[src/rtl/mem_arbiter_pkg.sv]
// Shared types for the memory arbiter: FSM state encodings and owner codes.
package mem_arbiter_pkg;

  typedef enum logic [1:0] {
    ARB_IDLE  = 2'd0,
    ARB_ISSUE = 2'd1,
    ARB_WAIT  = 2'd2,
    ARB_RESP  = 2'd3
  } arb_state_e;

  typedef enum logic {
    ARB_OWN_I = 1'b0,
    ARB_OWN_D = 1'b1
  } arb_owner_e;

endpackage

[src/rtl/mem_lat_counter.sv]
// Loadable down-counter that times the memory read latency; holds at zero.
module mem_lat_counter #(
  parameter int W = 1
) (
  input  logic         clk,
  input  logic         reset,
  input  logic         load,
  input  logic [W-1:0] load_val,
  input  logic         dec,
  output logic         zero
);

  logic [W-1:0] count;

  always_ff @(posedge clk or posedge reset) begin
    if (reset) begin
      count <= '0;
    end else if (load) begin
      count <= load_val;
    end else if (dec && (count != '0)) begin
      count <= count - 1'b1;
    end
  end

  assign zero = (count == '0);

endmodule

[src/rtl/mem_arbiter.sv]
// Fetch/data arbiter in front of a fixed-latency single-port memory.
// Define MEM_ARBITER_RR_EN for round-robin grants; default is data-over-fetch.
module mem_arbiter
  import mem_arbiter_pkg::*;
#(
  parameter int ADDR_W      = 32,
  parameter int DATA_W      = 32,
  parameter int MEM_LATENCY = 1
) (
  input  logic              clk,
  input  logic              reset,
  input  logic              i_req,
  input  logic [ADDR_W-1:0] i_addr,
  output logic              i_ack,
  output logic [DATA_W-1:0] i_rdata,
  input  logic              d_req,
  input  logic              d_we,
  input  logic [ADDR_W-1:0] d_addr,
  input  logic [DATA_W-1:0] d_wdata,
  output logic              d_ack,
  output logic [DATA_W-1:0] d_rdata,
  output logic              mem_en,
  output logic              mem_we,
  output logic [ADDR_W-1:0] mem_addr,
  output logic [DATA_W-1:0] mem_wdata,
  input  logic [DATA_W-1:0] mem_rdata,
  output logic              stall,
  output logic [1:0]        state_dbg
);

  localparam int CW = $clog2(MEM_LATENCY + 1);
  localparam logic [CW-1:0] LAT_LOAD = CW'(MEM_LATENCY - 1);

  // Handshake: a requester holds req (and its addr/data) high until it sees a
  // one-cycle ack; the arbiter samples requests only in IDLE, never in RESP.
  arb_state_e state, state_nxt;
  arb_owner_e owner;
  logic       we_q;
  logic       grant_d;
  logic       start;
  logic       lat_load, lat_dec, lat_zero;

`ifdef MEM_ARBITER_RR_EN
  arb_owner_e last_grant;

  assign grant_d = d_req & (~i_req | (last_grant == ARB_OWN_I));

  always_ff @(posedge clk or posedge reset) begin
    if (reset) begin
      last_grant <= ARB_OWN_I;
    end else if (start) begin
      last_grant <= grant_d ? ARB_OWN_D : ARB_OWN_I;
    end
  end
`else
  assign grant_d = d_req;
`endif

  assign start = (state == ARB_IDLE) && (i_req || d_req);

  always_ff @(posedge clk or posedge reset) begin
    if (reset) begin
      state     <= ARB_IDLE;
      owner     <= ARB_OWN_I;
      we_q      <= 1'b0;
      mem_addr  <= '0;
      mem_wdata <= '0;
      i_rdata   <= '0;
      d_rdata   <= '0;
    end else begin
      state <= state_nxt;
      if (start) begin
        owner     <= grant_d ? ARB_OWN_D : ARB_OWN_I;
        we_q      <= grant_d & d_we;
        mem_addr  <= grant_d ? d_addr : i_addr;
        mem_wdata <= grant_d ? d_wdata : '0;
      end
      // Read data is only meaningful once the latency counter has drained.
      if ((state == ARB_WAIT) && lat_zero && !we_q) begin
        if (owner == ARB_OWN_D) d_rdata <= mem_rdata;
        else                    i_rdata <= mem_rdata;
      end
    end
  end

  always_comb begin
    state_nxt = state;
    mem_en    = 1'b0;
    mem_we    = 1'b0;
    i_ack     = 1'b0;
    d_ack     = 1'b0;
    lat_load  = 1'b0;
    lat_dec   = 1'b0;
    case (state)
      ARB_IDLE: begin
        if (start) state_nxt = ARB_ISSUE;
      end
      ARB_ISSUE: begin
        mem_en    = 1'b1;
        mem_we    = we_q;
        lat_load  = 1'b1;
        state_nxt = ARB_WAIT;
      end
      ARB_WAIT: begin
        lat_dec = ~lat_zero;
        if (lat_zero) state_nxt = ARB_RESP;
      end
      ARB_RESP: begin
        i_ack     = (owner == ARB_OWN_I);
        d_ack     = (owner == ARB_OWN_D);
        state_nxt = ARB_IDLE;
      end
      default: state_nxt = ARB_IDLE;
    endcase
  end

  mem_lat_counter #(.W(CW)) u_lat (
    .clk      (clk),
    .reset    (reset),
    .load     (lat_load),
    .load_val (LAT_LOAD),
    .dec      (lat_dec),
    .zero     (lat_zero)
  );

  assign stall     = (i_req & ~i_ack) | (d_req & ~d_ack);
  assign state_dbg = state;

endmodule

[config.mk]
export PLATFORM = sky130hd
export DESIGN_NAME = mem_arbiter
export DESIGN_NICKNAME = d
export VERILOG_FILES = /design/src/rtl/mem_arbiter_pkg.sv /design/src/rtl/mem_lat_counter.sv /design/src/rtl/mem_arbiter.sv
export SDC_FILE = /design/constraint.sdc
export NUM_CORES = 1
export LEC_CHECK = 0
export BUFFER_PORTS_ARGS = -buffer_cell sky130_fd_sc_hd__buf_2
export CAP_MARGIN = 20
export CORE_UTILIZATION = 30
export DETAILED_ROUTE_END_ITERATION = 8
export GPL_ROUTABILITY_DRIVEN = 0
export GPL_TIMING_DRIVEN = 0
export PLACE_DENSITY = 0.62
export SLEW_MARGIN = 0
export SYNTH_ARGS = -nofsm -noshare
export SYNTH_HDL_FRONTEND = slang
export SYNTH_SLANG_ARGS = --single-unit
[constraint.sdc]
create_clock -name clk -period 9.34 [get_ports clk]
set_input_delay 1.401 -clock clk [delete_from_list [all_inputs] [get_ports clk]]
set_output_delay 1.401 -clock clk [all_outputs]
set_load 0.02 [all_outputs]
==> qor.txt <==
Synth Area in XOR/XNOR = 0
fin nets = 870
vias in the first global route = 4280
critical path capture point type = primary output
P_int = 0.00174 W
final core occ = 0.437
total grt overflow = 0
worst skew pair latency = 0.41 ns
commonest non-fill, non-tap cell in the layout = buf_2
synthesized flop and latch total = 133
synthesized instance count = 446
PD cells = 383 nW/um^2
switching power = 0.00118 W
initial antenna violation count = 0
Routed Wire Length = 14300 um
largest net degree at the start of global routing = 76
Syn Std Cell Area = 5440 um^2
Core ar. = 17500 um^2
FF-to-FF Start = state_dbg[0]
setup TNS = 0 ns
post-synthesis simple-gate area fraction = 0.115
WL met3 = 1120 um
Post-CTS Resized = 0
Layout Skew = 0.00962 ns
Critical Path Source Type = primary input
fin crit period = 3.69 ns
post-synthesis adder-cell area fraction = 0.0115
Worst R2R Setup Slack = 7.36 ns
switching portion of total power = 0.404
Worst-Margin Slew = 0.640 ns
Non-Filler Instances = 968
Iter 0 DRT Violations = 127
Setup Viol. Count Final = 0
commonest non-fill, non-tap cells in the layout = 275 x buf_2, 133 x dfrtp_1, 102 x nand2_1
CTS tree = yes
wire per inst = 14.8 um
synth warn = 0
n_diodes = 0
Post-CTS Setup Bufs = 0
crit-path max FO = 10
clock root buffer = clkbuf_16
die height = 137 um
Combinational Power Share = 0.439
Area Overhead vs Synth = 40.4%
mux share of post-synthesis cell area = 0.194
critical path arrival = 2.29 ns
Reg power frac = 0.349
RSZ-0062 raised after global routing = false
Reg clk slew, reported paths = 0.06 ns
drc violations = 0
Hold Path End = mem_wdata[9]
layout cells sized above 1 = 0.505
Buffers on Ports = 266
status = completed
fin crit share = 0.395
start point of the worst hold path = mem_wdata[9]
Worst VDD drop = 0.000165 V
static leakage = 4.03 nW
I/O Pins = 268
Initial DRT Pass Iterations = 4
worst hold path cell count = 2
met2 WL = 6970 um
critical path type = in -> out
Total GRT Usage = 0.157
Yosys top cell area share = 0.612
row count = 48
# hold bufs at CTS = 0
number of nets with antenna violations after routing = 0
largest family of logic cells by synthesized area = multiplexers
first-pass GRT wire length = 22100 um
library cells used by synthesis = 24
Max Used Layer = met4
Post-Syn Area per Cell = 12.2 um^2
Hold Crit Class = reg -> reg
Crit path required time = 7.94 ns
compound-gate portion of the synthesized area = 0.0355
DPL Wire Length = 10600 um
Slew Limit Fails = 0
initial core utilization = 0.311
Slew headroom = 0.573
Register-to-Register Path Depth = 5
# clock sinks = 133
Syn Nets = 584
via count = 4274
Fmax = 0.271 GHz
M1 WL = 5990 um
R2R Path End = i_rdata[8]
Yosys top cell by area = dfrtp_1
register area share after synthesis = 0.612
Die Area = 18700 um^2
CTS Buf Count = 17
Max Cap Viol = 0
Die W = 137 um
drt via density = 4.42
top post-synthesis cells by area = dfrtp_1 61%, mux2_2 13%, nand2_1 7.0%
clock buffer depth = 2
cell count after placement = 938
Hold Vio Cnt, Final = 0
H-tree depth = 4
Clk pwr share = 0.212
[logic make-up (layout without fill, tap and decap cells)]
kind of cell / count (synthesis) / in the layout
flip-flops: 133 / 133
buffers and inverters: 32 / 329
adder cells (fa/ha/maj): 5 / 5
AND/OR/NAND/NOR: 143 / 143
AO/OA/AOI/OAI: 36 / 36
multiplexers: 97 / 97
[power by group through the flow]
| stage | clock network, W | logic [W] | registers [W] |
|---|---|---|---|
| 2_1_floorplan | 0 | 0.000473 | 0.00138 |
| 3_3_place_gp | 0 | 0.00130 | 0.00102 |
| 3_5_place_dp | 0 | 0.00131 | 0.00103 |
| 4_1_cts | 0.000641 | 0.00131 | 0.00102 |
| 5_1_grt | 0.000667 | 0.00140 | 0.00106 |
| 6_report | 0.000622 | 0.00128 | 0.00102 |
[state kept, by name, summed over array words and instances, names as in the netlist]
| name | count |
|---|---|
| mem_wdata | 32 |
| mem_addr | 32 |
| u_lat.count | 1 |
| owner | 1 |
| state_dbg | 2 |
| we_q | 1 |
| i_rdata | 32 |
| d_rdata | 32 |
[metal layers]
layer / up-vias / track usage
met5: - / 0
met4: 0 / 0.0667
met3: 15 / 0.0515
met2: 171 / 0.267
met1: 1989 / 0.180
li1: 2099 / -
[metrics by stage]
| stage | total power, W | setup WS [ns] | cell area (um^2) | hold slack (ns) |
|---|---|---|---|---|
| after detailed placement | 0.00234 | 5.64 | 7080 | 0.451 |
| after global placement | 0.00232 | 2.71 | 7050 | 0.446 |
| final | 0.00293 | 5.65 | 7630 | 0.461 |
| after floorplan | 0.00185 | 4.38 | 5440 | 0.549 |
| after global routing | 0.00313 | 5.61 | 7630 | 0.486 |
| after CTS | 0.00297 | 5.63 | 7630 | 0.465 |
[cell type report]
| cell class | instances | area (um^2) |
|---|---|---|
| inverter | 4 | 20.0 |
| tap | 225 | 282 |
| clock inverter | 8 | 77.6 |
| sequential | 133 | 3330 |
| multi-input combinational | 281 | 1930 |
| fill | 1671 | 9840 |
| clock buffer | 22 | 474 |
| timing repair buffer | 267 | 1360 |
| buffer | 28 | 158 |
[cells in the mapped netlist (all sizes together)]
cell type,number
a2bb2oi,1
mux2i,32
buf,17
nor2,1
dfrtp,133
o32a,1
nor3b,2
ha,5
nor3,1
nand2,102
and2,2
nand3,33
and2b,1
nor4b,1
o21ai,33
inv,4
clkbuf,11
mux2,65
a21oi,1
[worst max-delay path by stage]
stage / to / startpoint / cells past startpoint / slack [ns]
6_report: stall / d_req / 4 / 5.65
5_1_grt: stall / d_req / 4 / 5.61
4_1_cts: stall / d_req / 4 / 5.63
3_5_place_dp: stall / d_req / 4 / 5.64
3_3_place_gp: mem_addr[1] / reset / 2 / 2.71
2_1_floorplan: d_rdata[0] / reset / 1 / 4.38
[worst max-delay path: stages]
cell and delay [ns]:
buf_2 0.16, buf_2 0.32, a2bb2oi_1 0.22, buf_2 0.19
Note: power is estimated with default switching activity, not from simulation.
